==> src/rtl/cdc_req_fifo.sv <==
// cdc_req_fifo
// Source-clock-side request FIFO in front of the CDC handshake cell. It absorbs
// producer bursts and presents one word at a time on a req/rdy interface.
// Word order is preserved. A flush discards everything that is queued.
//
// Parameters:
//   DATA_W   payload width in bits
//   DEPTH    number of entries (a power of two, at least 2)
//
// Ports:
//   clk      source-domain clock
//   rst_n    asynchronous active-low reset
//   flush    synchronous discard of all queued entries
//   req_in   producer offers data_in
//   rdy_in   FIFO accepts data_in this cycle
//   data_in  producer payload
//   req_out  FIFO offers data_out (to the CDC cell's req_in)
//   rdy_out  consumer accepts (from the CDC cell's rdy_in)
//   data_out payload at the head of the FIFO
//   count    current occupancy, 0..DEPTH
//   peak     registered high-water mark of count
//            (present only when CDC_FIFO_PEAK_EN is defined)
//
// Build option:
//   CDC_FIFO_PEAK_EN  adds the peak output and its register.
module cdc_req_fifo #(
  parameter int unsigned DATA_W = 64,
  parameter int unsigned DEPTH  = 4
) (
  input  logic                     clk,
  input  logic                     rst_n,
  input  logic                     flush,
  input  logic                     req_in,
  output logic                     rdy_in,
  input  logic [DATA_W-1:0]        data_in,
  output logic                     req_out,
  input  logic                     rdy_out,
  output logic [DATA_W-1:0]        data_out,
  output logic [$clog2(DEPTH):0]   count
`ifdef CDC_FIFO_PEAK_EN
  ,
  output logic [$clog2(DEPTH):0]   peak
`endif
);

  localparam int unsigned AW = $clog2(DEPTH);
  localparam int unsigned PW = AW + 1;
  localparam logic [PW-1:0] PTR_ONE = PW'(1);

  logic [PW-1:0]     wptr_q, wptr_d;
  logic [PW-1:0]     rptr_q, rptr_d;
  logic [PW-1:0]     count_q, count_d;
  logic [DATA_W-1:0] mem_q [DEPTH];
  logic [DATA_W-1:0] mem_d [DEPTH];

  logic empty;
  logic full;
  logic push;
  logic pop;

  // The pointer MSB is a wrap bit: equal low bits mean empty when the wrap
  // bits match and full when they differ.
  assign empty = (wptr_q == rptr_q);
  assign full  = (wptr_q[AW-1:0] == rptr_q[AW-1:0]) && (wptr_q[AW] != rptr_q[AW]);

  // Handshakes depend only on local state and flush, so there is no
  // combinational path from req_in to req_out or from rdy_out to rdy_in.
  assign rdy_in  = !full && !flush;
  assign req_out = !empty && !flush;
  assign push    = req_in && rdy_in;
  assign pop     = req_out && rdy_out;

  assign data_out = mem_q[rptr_q[AW-1:0]];
  assign count    = count_q;

  always_comb begin
    wptr_d  = wptr_q;
    rptr_d  = rptr_q;
    count_d = count_q;
    mem_d   = mem_q;
    if (flush) begin
      // Memory is intentionally left alone; only the pointers are cleared.
      wptr_d  = '0;
      rptr_d  = '0;
      count_d = '0;
    end else begin
      if (push) begin
        mem_d[wptr_q[AW-1:0]] = data_in;
        wptr_d                = wptr_q + PTR_ONE;
      end
      if (pop) begin
        rptr_d = rptr_q + PTR_ONE;
      end
      case ({push, pop})
        2'b10:   count_d = count_q + PTR_ONE;
        2'b01:   count_d = count_q - PTR_ONE;
        default: count_d = count_q;
      endcase
    end
  end

  always_ff @(posedge clk or negedge rst_n) begin
    if (!rst_n) begin
      wptr_q  <= '0;
      rptr_q  <= '0;
      count_q <= '0;
      mem_q   <= '{default: '0};
    end else begin
      wptr_q  <= wptr_d;
      rptr_q  <= rptr_d;
      count_q <= count_d;
      mem_q   <= mem_d;
    end
  end

`ifdef CDC_FIFO_PEAK_EN
  logic [PW-1:0] peak_q, peak_d;

  // count_d is already zero on a flush cycle, but clear explicitly so the
  // intent does not rely on that.
  always_comb begin
    peak_d = peak_q;
    if (flush) begin
      peak_d = '0;
    end else if (count_d > peak_q) begin
      peak_d = count_d;
    end
  end

  always_ff @(posedge clk or negedge rst_n) begin
    if (!rst_n) begin
      peak_q <= '0;
    end else begin
      peak_q <= peak_d;
    end
  end

  assign peak = peak_q;
`endif

endmodule

==> config.mk <==
export PLATFORM = sky130hd
export DESIGN_NAME = cdc_req_fifo
export DESIGN_NICKNAME = d
export VERILOG_FILES = /design/src/rtl/cdc_req_fifo.sv
export SDC_FILE = /design/constraint.sdc
export NUM_CORES = 1
export LEC_CHECK = 0
export BUFFER_PORTS_ARGS = -buffer_cell sky130_fd_sc_hd__buf_2
export CELL_PAD_IN_SITES_DETAIL_PLACEMENT = 1
export CELL_PAD_IN_SITES_GLOBAL_PLACEMENT = 2
export CORE_MARGIN = 3
export CORE_UTILIZATION = 43
export CTS_CLUSTER_SIZE = 14
export DETAILED_ROUTE_END_ITERATION = 16
export GPL_TIMING_DRIVEN = 0
export PLACE_DENSITY = 0.84
export SETUP_SLACK_MARGIN = 0.15
export SLEW_MARGIN = 20
export SYNTH_ARGS = -nofsm -noshare
export SYNTH_HDL_FRONTEND = slang
export SYNTH_SLANG_ARGS = --single-unit
==> constraint.sdc <==
create_clock -name clk -period 3.1 [get_ports clk]
set_input_delay 0.31 -clock clk [delete_from_list [all_inputs] [get_ports clk]]
set_output_delay 0.31 -clock clk [all_outputs]
set_load 0.005 [all_outputs]
---- After elaboration in Yosys (flattened, before gate mapping) ----
Cells that the tools add are included.
operators by class
  add/subtract/negate cells ............... 4
  $lt $le $gt $ge ......................... 3
  equality and inequality tests ........... 5
  mux-type cells .......................... 12
  bitwise operators ....................... 3
  reduce and logical (&&, ||, !) cells .... 13
operators with widths
  kind                                                                           number
  256-bit bitwise mux                                                            1
  64-bit two-way mux                                                             3
  64-bit binary-select mux with 2-bit select                                     1
  64-bit demux with 2-bit select                                                 1
  3-bit two-way mux                                                              5
  3-bit by 1-bit adder with 3-bit output (second input constant)                 3
  3-bit greater-or-equal comparator (second input constant)                      2
  1-bit logical AND                                                              6
  2-bit NOT with 3-bit output                                                    2
  3-bit one-hot mux with 2 select lines                                          1
  2-bit nonzero test                                                             2
  3-bit == test                                                                  1
  1-bit logical NOT                                                              3
  3-bit by 1-bit less-than comparator with 1-bit output (second input constant)  1
  3-bit nonzero test                                                             1
  3-bit by 1-bit subtractor with 3-bit output (second input constant)            1
  2-bit by 1-bit == test with 1-bit output (second input constant)               1
  2-bit == test                                                                  1
  2-bit == test (second input constant)                                          1
  2-bit AND reduction                                                            1
  1-bit != test                                                                  1
  1-bit NOT                                                                      1
word-level totals
  bits in registers ....................... 265
  output and inout bits ................... 69

---- Depth between registers and ports, before layout ----
Gate-level depths: netlist of the first run.
  word-level depth ........................ 8
  mapped depth ............................ 9
  gate-level depth less buffers ........... 8

---- Least setup slack after synthesis of the first run ----
No wires, ideal clock.
  path kind ............................... register -> register
  start point ............................. reg rptr_q[0]
  end point ............................... reg count_q[2] (netlist: count[2])
  arrival time ............................ 2.323 ns
  slack ................................... 0.681 ns
  cell stages (with the launch flop) ...... 10
  period minus slack after synthesis ...... 2.419 ns
  path through ............................ dfrtp_1 -> buf_2 -> xor2_2 -> o31ai_2 -> nor3_1 -> fa_1 -> mux2i_1 -> a21o_1 -> a41o_1 -> o31ai_1
on the way
  word-level cells in the longest chain between the ends .. 8
ends and longest elaborated chain
  item                                                                       line  RTL
  from (decl)                                                                51    logic [PW-1:0] rptr_q, rptr_d;
  from (signal assigned)                                                     110   rptr_q <= rptr_d;
  2-bit == test                                                              64    assign full = (wptr_q[AW-1:0] == rptr_q[AW-1:0]) && (wptr_q[AW] != rptr_q[AW]);
  1-bit logical AND                                                          64
  1-bit logical NOT                                                          68    assign rdy_in = !full && !flush;
  1-bit logical AND                                                          68
  1-bit logical AND                                                          70    assign push = req_in && rdy_in;
  2-bit by 1-bit == test with 1-bit output or 2-bit == test (tied branches)  94    case ({push, pop})
  3-bit one-hot mux with 2 select lines                                      94
  3-bit two-way mux                                                          81    if (flush) begin
  to (signal assigned)                                                       111   count_q <= count_d;
  to (decl)                                                                  52    logic [PW-1:0] count_q, count_d;
Parallel ways exist; a longest one is shown, timed or not.
A chain may end at the register's enable or synchronous reset.

---- Worst setup path after layout of the first run ----
  start point ............................. reg rptr_q[0]
  end point ............................... out data_out[9]
on the way
  word-level cells in the longest chain between the ends .. 4
ends and longest elaborated chain
  item                                                    line  RTL
  2-bit NOT with 3-bit output (not written as such)       73    assign data_out = mem_q[rptr_q[AW-1:0]];
  64-bit binary-select mux with 2-bit select              73
  64-bit two-way mux (not written as such) (2 in series)  73
  to (decl)                                               38    output logic [DATA_W-1:0] data_out,
Every way passes these cells. The select of a mux whose other input is x is not followed.

==> results of run 1 <==
==> sequential cells by signal, summed over array words and instances (netlist names) <==
name,cells
count,3
wptr_q,3
mem_q,256
rptr_q,3
==> final timing paths <==
kind                            cells past startpoint       start          end  slack [ns]
min in group asynchronous                           2       rst_n     count[0]        0.27
max in group asynchronous                           4       rst_n    mem_q[27]        1.70
worst min register to register                      1   mem_q[35]    mem_q[35]        0.48
worst max register to register                      9   rptr_q[0]     count[2]        0.45
worst min-delay path                                2  data_in[4]     mem_q[4]        0.04
worst max-delay path                                5   rptr_q[0]  data_out[9]        0.31
==> final cells by class <==
class                   instances  area, sq um
clock buffers                  44          852
plain buffers                  43          280
fillers                      2567        12500
repair buffers                140          783
flip-flops and latches        265         6630
well taps                     335          419
inverters                       4         15.0
multi-input cells             382         4830
clock inverters                 7         87.6
==> cell families (layout without fill, tap and decap cells) <==
kind of cell / count (synthesis) / after routing / share of synthesized area [%]
multiplexers: 324 / 324 / 37.2
flip-flops: 265 / 265 / 56.5
buffers and inverters: 47 / 238 / 2.34
AND/OR/NAND/NOR: 27 / 27 / 1.32
AO/OA/AOI/OAI: 16 / 16 / 1.10
XOR/XNOR: 9 / 9 / 0.800
adder cells (fa/ha/maj): 6 / 6 / 0.704
==> worst max-delay path, stage by stage (launching register included) <==
cell,delay [ns]
dfrtp_1,0.35
buf_2,0.17
buf_2,0.35
clkbuf_4,0.37
mux4_2,0.55
buf_2,0.15
==> stage by stage <==
step | worst slack (ns) | hold WS [ns]
floorplan | 0.681 | 0.0144
global placement | -3.30 | 0.468
detailed placement | 0.453 | 0.232
CTS | 0.149 | 0.0149
global route | 0.157 | 0.0253
finish | 0.314 | 0.0374
==> what timing repair did <==
item,CTS,global route
gates resized for setup,6,10
setup endpoints to repair,49,46
endpoints found under the hold margin,42,0
hold buffers,1,0
==> layout by cell type (no fill, tap or decap), types with 7 or more instances in the layout <==
master and instances:
dfrtp_1 265, buf_4 26, clkbuf_2 7, buf_2 139, nor2_1 7, mux4_2 64
clkbuf_8 7, clkbuf_16 29, clkbuf_1 12, mux2_2 177, mux2_1 80
==> routing by layer <==
metal | up-vias | wire, um | track usage [%]
li1 | 2946 | - | -
met1 | 3535 | 11100 | 23.6
met2 | 114 | 12600 | 30.2
met3 | 37 | 1150 | 3.77
met4 | 6 | 435 | 3.22
met5 | - | 41 | 0
==> power by group through the flow <==
stage | sequential (mW) | combinational [mW] | clock (mW)
after floorplan | 4.82 | 1.93 | 0
after global placement | 4.94 | 2.70 | 0
after detailed placement | 5.00 | 2.80 | 0
after CTS | 4.96 | 2.82 | 3.48
after global routing | 5.08 | 3.02 | 3.63
final | 4.95 | 2.75 | 3.37
==> results.ini, run 1 <==
[outcome]
status=completed

[yosys]
syn-cell-area_sq_um=11700
yosysWarnings=0
syn_nets=769
synthTopCellsByArea=dfrtp_1, mux2_2, mux4_2, mux2_1, buf_4
async_reset_ff_share_pct=100
synth_top_area_share_pct=56.5
synthFlopType=dfrtp_1
yosysUniqueCellTypes=36
synth_edf_count=0
ys_seq_area_share_pct=56.5
yosys.area.top_type=dfrtp_1
yosys.cell_count.top_type=dfrtp_1
ys_seq_elements=265
syn_area_per_cell_sq_um=16.9
syn_inst=694
yosys-top-cells-count=dfrtp_1, mux2_2, mux2_1, mux4_2, buf_4

[power_and_ir_drop]
p_sw_mw=2.89
p_leak_nw=6.36
ir_drop_uv=407
clkPwrFrac_pct=30.5
design_power_total_mw=11.1
sw_frac_of_total_pct=26.1
power.internal_mw=8.19
power.density_nw_per_um2=797
power_frac_seq_pct=44.7
combPwrFrac_pct=24.8

[cts]
cts_tree=yes
numCtsBuffers=29
clk_pin_slew_ns=0.06
cts_sinks=265
htreeDepth=1
cts_setup_buffers=0
clock_path_buffers=3
clockRootBuffer=clkbuf_16
clk_latency_ns=0.53

[timing]
rsz0062_at_grt=false
relSlewSlack_pct=54.1
setup_viol=0
worstMarginPinSlew_ns=0.688
period_share_pct=89.9
finalClockSkew_ns=0.0129
finalMaxSlewViolations=0
fmax_mhz=359
timing.setup.tns_ns=0
timing.final.hold_violations=0
period_needed_ns=2.79

[die]
initial_utilization_pct=44.4
rows=59
die_x_um=171
ios=138
die_h_um=171
dieArea_sq_um=29300
core_sq_um=26400

[worst_setup_path]
critPathMaxFanout=10
critical_path_class=reg2out
arrival_ns=2.48
required_ns=2.79
crit_path_start_kind=flop
cp-end-kind=output pin

[drt]
antenna_left=0
drt_first_pass_iters=4
drt-vias-per-instance=5.44
drtIter0Drc=261
wl_per_cell_um=20.8
drt_wl_total_um=25400
drc=0
vias=6638

[grt]
grt_overflow_total=0
antenna_found_initial=3
grt_first_pass_wirelength_um=41200
grt_max_degree=93
grt_usage_pct=17.6
first_global_vias=7464

[place]
placement.io_buffers=136
place_hpwl_um=17000
place_congestion=0.758
dp.cells=1168
dpl_cell_area_sq_um=12900

[final_layout]
nets=940
final_area_sq_um=13900
drive_gt1_share_pct=53.1
utilization_pct=52.6
syn_to_final_growth_pct=18.4
num_antenna_cells=0
stdcell_count=1220

[job]
maxCapViolCount=0

[hold_path]
hp-class=in2reg

No activity file was read; power rests on OpenSTA's default activity.
==> run 2: changes to the inputs <==
GPL_TIMING_DRIVEN = 1   (was 0)
==> run 2 against run 1 <==
Net effect: clock skew increased by 0.0020 ns; largest power group unchanged; total power increased by 2.8%; sequential power rose by 0.8%; non-clock buffer count is 28 lower; final cell count decreased by 2.3%; first-iteration DRC count down 6.5%; utilization hardly changed.
==> results.ini, run 2 (same netlist as run 1, synthesis figures left out) <==
[final_layout]
fillerInstances=2487  ; -3.1%
drive_gt1_share_pct=52.9  ; -0.19 points
largest_reg_flops=256  ; unchanged
nets=912  ; -3.0%
mostFrequentLayoutCell=dfrtp_1
final_area_sq_um=13900  ; about the same
final_cell_mix=dfrtp_1, mux2_2, buf_2, mux2_1, mux4_2
syn_to_final_growth_pct=18.3  ; about the same
utilization_pct=52.5  ; about the same
regMostFlops=mem_q

[grt]
grt_overflow_total=0  ; unchanged
first_global_vias=7766  ; +4.0%
grt_first_pass_wirelength_um=43100  ; +4.6%
grt_max_degree=85  ; -8.6%
antenna_found_initial=4  ; +1
grt_usage_pct=18.7  ; +1.1 points

[power_and_ir_drop]
power.density_nw_per_um2=820  ; +2.9%
p_leak_nw=6.30  ; -1.0%
power_frac_seq_pct=43.8  ; -0.9 points
ir_drop_uv=503  ; +24%
design_power_total_mw=11.4  ; +2.8%
sw_frac_of_total_pct=26.3  ; +0.21 points
clkPwrFrac_pct=31.7  ; +1.2 points
p_sw_mw=2.99  ; +3.7%
power.internal_mw=8.39  ; +2.5%
combPwrFrac_pct=24.4  ; -0.4 points

[timing]
setup_viol=0  ; unchanged
timing.setup.tns_ns=0  ; unchanged
timing.final.hold_violations=0  ; unchanged
rsz0062_at_grt=false
relSlewSlack_pct=45.0  ; -9.1 points
period_share_pct=83.3  ; -6.6 points
worstMarginPinSlew_ns=0.824  ; +0.137 ns
finalMaxSlewViolations=0  ; unchanged
period_needed_ns=2.58  ; -0.204 ns
finalClockSkew_ns=0.0149  ; +0.00199 ns
fmax_mhz=387  ; +7.9%

[drt]
drt-vias-per-instance=5.54  ; +1.8%
drtIter0Drc=244  ; -6.5%
drt_wl_total_um=27000  ; +6.5%
wl_per_cell_um=22.6  ; +9.0%
antenna_left=0  ; unchanged
vias=6600  ; -0.57%
drc=0  ; unchanged
drt_first_pass_iters=4  ; unchanged

[cts]
cts.repair.resized=0  ; -6
clockRootBuffer=clkbuf_16
clock_path_buffers=3  ; unchanged
numCtsBuffers=29  ; unchanged
cts_setup_buffers=0  ; unchanged
htreeDepth=1  ; unchanged
cts_tree=yes
clk_pin_slew_ns=0.06  ; about the same
cts_sinks=265  ; unchanged
postCtsHoldBufs=1  ; unchanged
clk_latency_ns=0.54  ; about the same

[place]
dpl_cell_area_sq_um=12900  ; -0.47%
placement.io_buffers=137  ; +0.74%
place_congestion=0.757  ; about the same
place_hpwl_um=17300  ; +2.0%

[die]
rows=59  ; unchanged
die_x_um=171  ; unchanged
dieArea_sq_um=29300  ; unchanged
ios=138  ; unchanged
die_h_um=171  ; unchanged
core_sq_um=26400  ; unchanged
initial_utilization_pct=44.4  ; unchanged

[worst_setup_path]
critical_path_class=reg2reg
crit_path_start_kind=flop
critPathMaxFanout=8  ; -2
arrival_ns=3.01  ; +0.53 ns
startpoint=rptr_q[1]
required_ns=3.53  ; +0.74 ns
cp-end-kind=flop
r2r_cells=9  ; unchanged
rr_startpoint=rptr_q[1]

[hold_path]
hp-class=in2reg
holdPathStages=2  ; unchanged
min-delay-start=data_in[59]

[outcome]
status=completed

[job]
maxCapViolCount=0  ; unchanged

## run 2: cell types whose count changed in the layout (fill, tap and decap cells not counted), sizes merged
cell      change
clkbuf       -23
buf          -15
bufinv        +4
clkinvlp      +3
clkinv        +1
diode         +1
inv           +1
## run 2: worst max-delay path, stage by stage, from the launching register on
cell and delay [ns]:
dfrtp_4 0.51, xor2_2 0.25, o31ai_2 0.31, buf_4 0.18, nor3_1 0.06, fa_1 0.46, mux2i_1 0.15, a21o_1 0.18
a41o_1 0.20, o31ai_1 0.18
## run 2: metrics by stage
step | setup slack (ns) | instances | hold WS, ns
4_1_cts | 0.442 | 1191 | 0.00686
5_1_grt | 0.396 | 1191 | 0.0175
6_report | 0.518 | 1192 | 0.0304
3_3_place_gp | 0.654 | 1140 | 0.334
3_5_place_dp | 0.528 | 1140 | 0.348
2_1_floorplan | 0.681 | 694 | 0.0144
## run 2: worst paths after layout
path,to,slack (ns)
setup / recovery,count[2],0.52
setup reg to reg,count[2],0.52
hold reg to reg,mem_q[46],0.48
max in group asynchronous,mem_q[246],1.72
hold / removal,mem_q[251],0.03
min in group asynchronous,mem_q[55],0.36
## run 2: final cells by class
| class | count | area (sq um) | share of cell area [%] |
|---|---|---|---|
| inverter | 4 | 15.0 | 0.108 |
| tap | 335 | 419 | 3.02 |
| antenna | 1 | 2.50 | 0.0180 |
| clock inverter | 16 | 244 | 1.76 |
| timing repair buffer | 155 | 933 | 6.72 |
| multi-input combinational | 382 | 4870 | 35.0 |
| clock buffer | 34 | 764 | 5.51 |
| sequential | 265 | 6640 | 47.8 |
## run 2: routing by layer
layer	wire, um	share of wire (%)	global-route usage [%]	up-vias
li1	-	-	-	2881
met1	10900	40	23.2	3544
met2	14400	53	34.1	121
met3	1180	4.4	3.75	46
met4	462	1.7	3.85	8
met5	46	0.17	0	-
## run 2: power by group through the flow
stage / Clock [mW] / Combinational, mW / Sequential [mW]
after CTS: 3.71 / 2.87 / 5.00
final: 3.61 / 2.78 / 4.99
after floorplan: 0 / 1.93 / 4.82
after global routing: 3.88 / 3.05 / 5.11
after global placement: 0 / 2.71 / 4.89
after detailed placement: 0 / 2.84 / 5.05
==> run 3: changes to the inputs <==
clock period = 2.4 ns   (was 3.1 ns; I/O delays follow)
==> run 3 against run 2 <==
Net effect: total power grew 37%; combinational power up 69%; fmax grew 9.4%; clock skew grew 0.0054 ns; final area increased by 11%; final cell count up 7.9%; register-to-register slack lost 0.48 ns; sequential share of layout area down 4.6 points; first-iteration DRC count rose by 8.6%; critical endpoint unchanged; largest power group unchanged.
==> results.ini, run 3 (same netlist as run 1, synthesis figures left out) <==
[job]
maxCapViolCount=0  ; unchanged

[die]
ios=138  ; unchanged
rows=59  ; unchanged
die_x_um=171  ; unchanged
die_h_um=171  ; unchanged
dieArea_sq_um=29300  ; unchanged
initial_utilization_pct=44.4  ; unchanged
core_sq_um=26400  ; unchanged

[worst_setup_path]
critPathTopFamily=compound AO/OA/AOI/OAI gates
cpPeakStageDelay_ns=0.50  ; about the same
cp_cell_sequence=buf_12 -> xor2_4 -> o31ai_4 -> nor3_2 -> fa_2 -> mux2i_1 -> a21o_1 -> a41o_1 -> o31ai_1
rr_startpoint=rptr_q[0]
crit_path_start_kind=flop
crit_buf_inv=1  ; unchanged
critical_path_class=reg2reg
critPathMaxFanout=3  ; -5
cp-end-kind=flop
crit_slowest_cell=dfrtp_4
startpoint=rptr_q[0]
required_ns=2.82  ; -0.71 ns
arrival_ns=2.78  ; -0.23 ns
r2r_slack_ns=0.04  ; -0.48 ns

[timing]
timing.final.hold_violations=0  ; unchanged
period_needed_ns=2.36  ; -0.222 ns
finalClockSkew_ns=0.0203  ; +0.00539 ns
worstMarginPinSlew_ns=0.563  ; -0.261 ns
rsz0062_at_grt=true
timing.setup.tns_ns=0  ; unchanged
whs_ns=0.0586  ; +0.0282 ns
relSlewSlack_pct=62.5  ; +17 points
fin_ws_ns=0.0396  ; -0.478 ns
finalMaxSlewViolations=0  ; unchanged
fmax_mhz=424  ; +9.4%
setup_viol=0  ; unchanged
period_share_pct=98.4  ; +15 points

[cts]
clk_pin_slew_ns=0.07  ; about the same
cts_tree=yes
cts_sinks=265  ; unchanged
htreeDepth=1  ; unchanged
numCtsBuffers=29  ; unchanged
clockRootBuffer=clkbuf_16
clk_latency_ns=0.54  ; about the same
clock_path_buffers=3  ; unchanged

[power_and_ir_drop]
p_sw_mw=4.17  ; +39%
p_leak_nw=6.92  ; +9.9%
power.density_nw_per_um2=1020  ; +24%
power.internal_mw=11.5  ; +36%
design_power_total_mw=15.6  ; +37%
ir_drop_uv=555  ; +10%
combPwrFrac_pct=30.1  ; +5.7 points
sw_frac_of_total_pct=26.7  ; +0.43 points
power_frac_seq_pct=41.3  ; -2.5 points
clkPwrFrac_pct=28.6  ; -3.1 points

[final_layout]
largest_reg_flops=256  ; unchanged
mostFrequentLayoutCell=dfrtp_1
utilization_pct=58.1  ; +5.5 points
nets=1006  ; +10%
stdcell_count=1286  ; +7.9%
num_antenna_cells=0  ; -1
drive_gt1_share_pct=51.3  ; -1.6 points
regMostFlops=mem_q
fillerInstances=2389  ; -3.9%
syn_to_final_growth_pct=30.8
final_cell_mix=dfrtp_1, mux2_2, buf_2, mux2_1, dlygate4sd3_1
final_area_sq_um=15300  ; +11%

[drt]
drc=0  ; unchanged
vias=7012  ; +6.2%
drt_wl_total_um=30200  ; +12%
drt-vias-per-instance=5.45  ; -1.5%
antenna_left=0  ; unchanged
drtIter0Drc=265  ; +8.6%
drt_first_pass_iters=4  ; unchanged
wl_per_cell_um=23.5  ; +3.7%

[grt]
grt_usage_pct=20.2  ; +1.5 points
grt_max_degree=73  ; -14%
grt_first_pass_wirelength_um=46400  ; +7.7%
antenna_found_initial=1  ; -3
grt_overflow_total=0  ; unchanged
first_global_vias=8333  ; +7.3%

[outcome]
status=completed

[place]
dpl_worst_slack_ns=0.0702  ; -0.458 ns
place_congestion=0.780  ; +3.0%
dp.cells=1146  ; +0.53%
placement.io_buffers=137  ; unchanged
dpl_cell_area_sq_um=13000  ; +0.73%
place_hpwl_um=17200  ; -0.69%

[hold_path]
min-delay-start=req_in
hp-class=in2reg

-- run 3: timing repair --
item / CTS / global route
endpoints found under the hold margin: 319 / 0
hold buffers: 65 / 0
setup buffers: 9 / 4
endpoints found under the setup margin: 66 / 123
cloned: 7 / 4
gates resized for setup: 22 / 49
pin swaps: 1 / 1
-- run 3: path summary, 6_finish.rpt --
check / endpoint / cells after the start
setup / recovery: count[2] / 9
hold / removal: wptr_q[1] / 3
setup reg to reg: count[2] / 9
hold reg to reg: mem_q[118] / 1
max in group asynchronous: mem_q[46] / 3
min in group asynchronous: mem_q[184] / 2
-- run 3: worst min-delay path, delay by kind of cell --
kind	cells	cell delay, ns
simple gates	1	0.08
buf+inv	1	0.15
compound gates	1	0.07
-- run 3: layout make-up --
type	count	area (sq um)	area share, %
Clock inverter	6	87.6	0.571
Inverter	4	15.0	0.0978
Multi-Input combinational cell	382	4920	32.0
Sequential cell	265	6640	43.3
Clock buffer	45	886	5.77
Tap cell	335	419	2.73
Timing Repair Buffer	249	2380	15.5
-- run 3: power groups by stage --
stage / clock network (mW) / registers [mW] / logic (mW)
2_1_floorplan: 0 / 6.22 / 2.50
5_1_grt: 4.81 / 6.60 / 5.06
3_3_place_gp: 0 / 6.33 / 3.53
6_report: 4.47 / 6.45 / 4.70
4_1_cts: 4.58 / 6.45 / 4.34
3_5_place_dp: 0 / 6.52 / 3.71
-- run 3: metal layers --
layer	GRT usage, %	routed length (um)	up-vias
met3	3.26	1110	40
li1	-	-	3090
met2	37.7	16200	135
met5	0	7	-
met4	3.50	502	2
met1	25.2	12300	3745
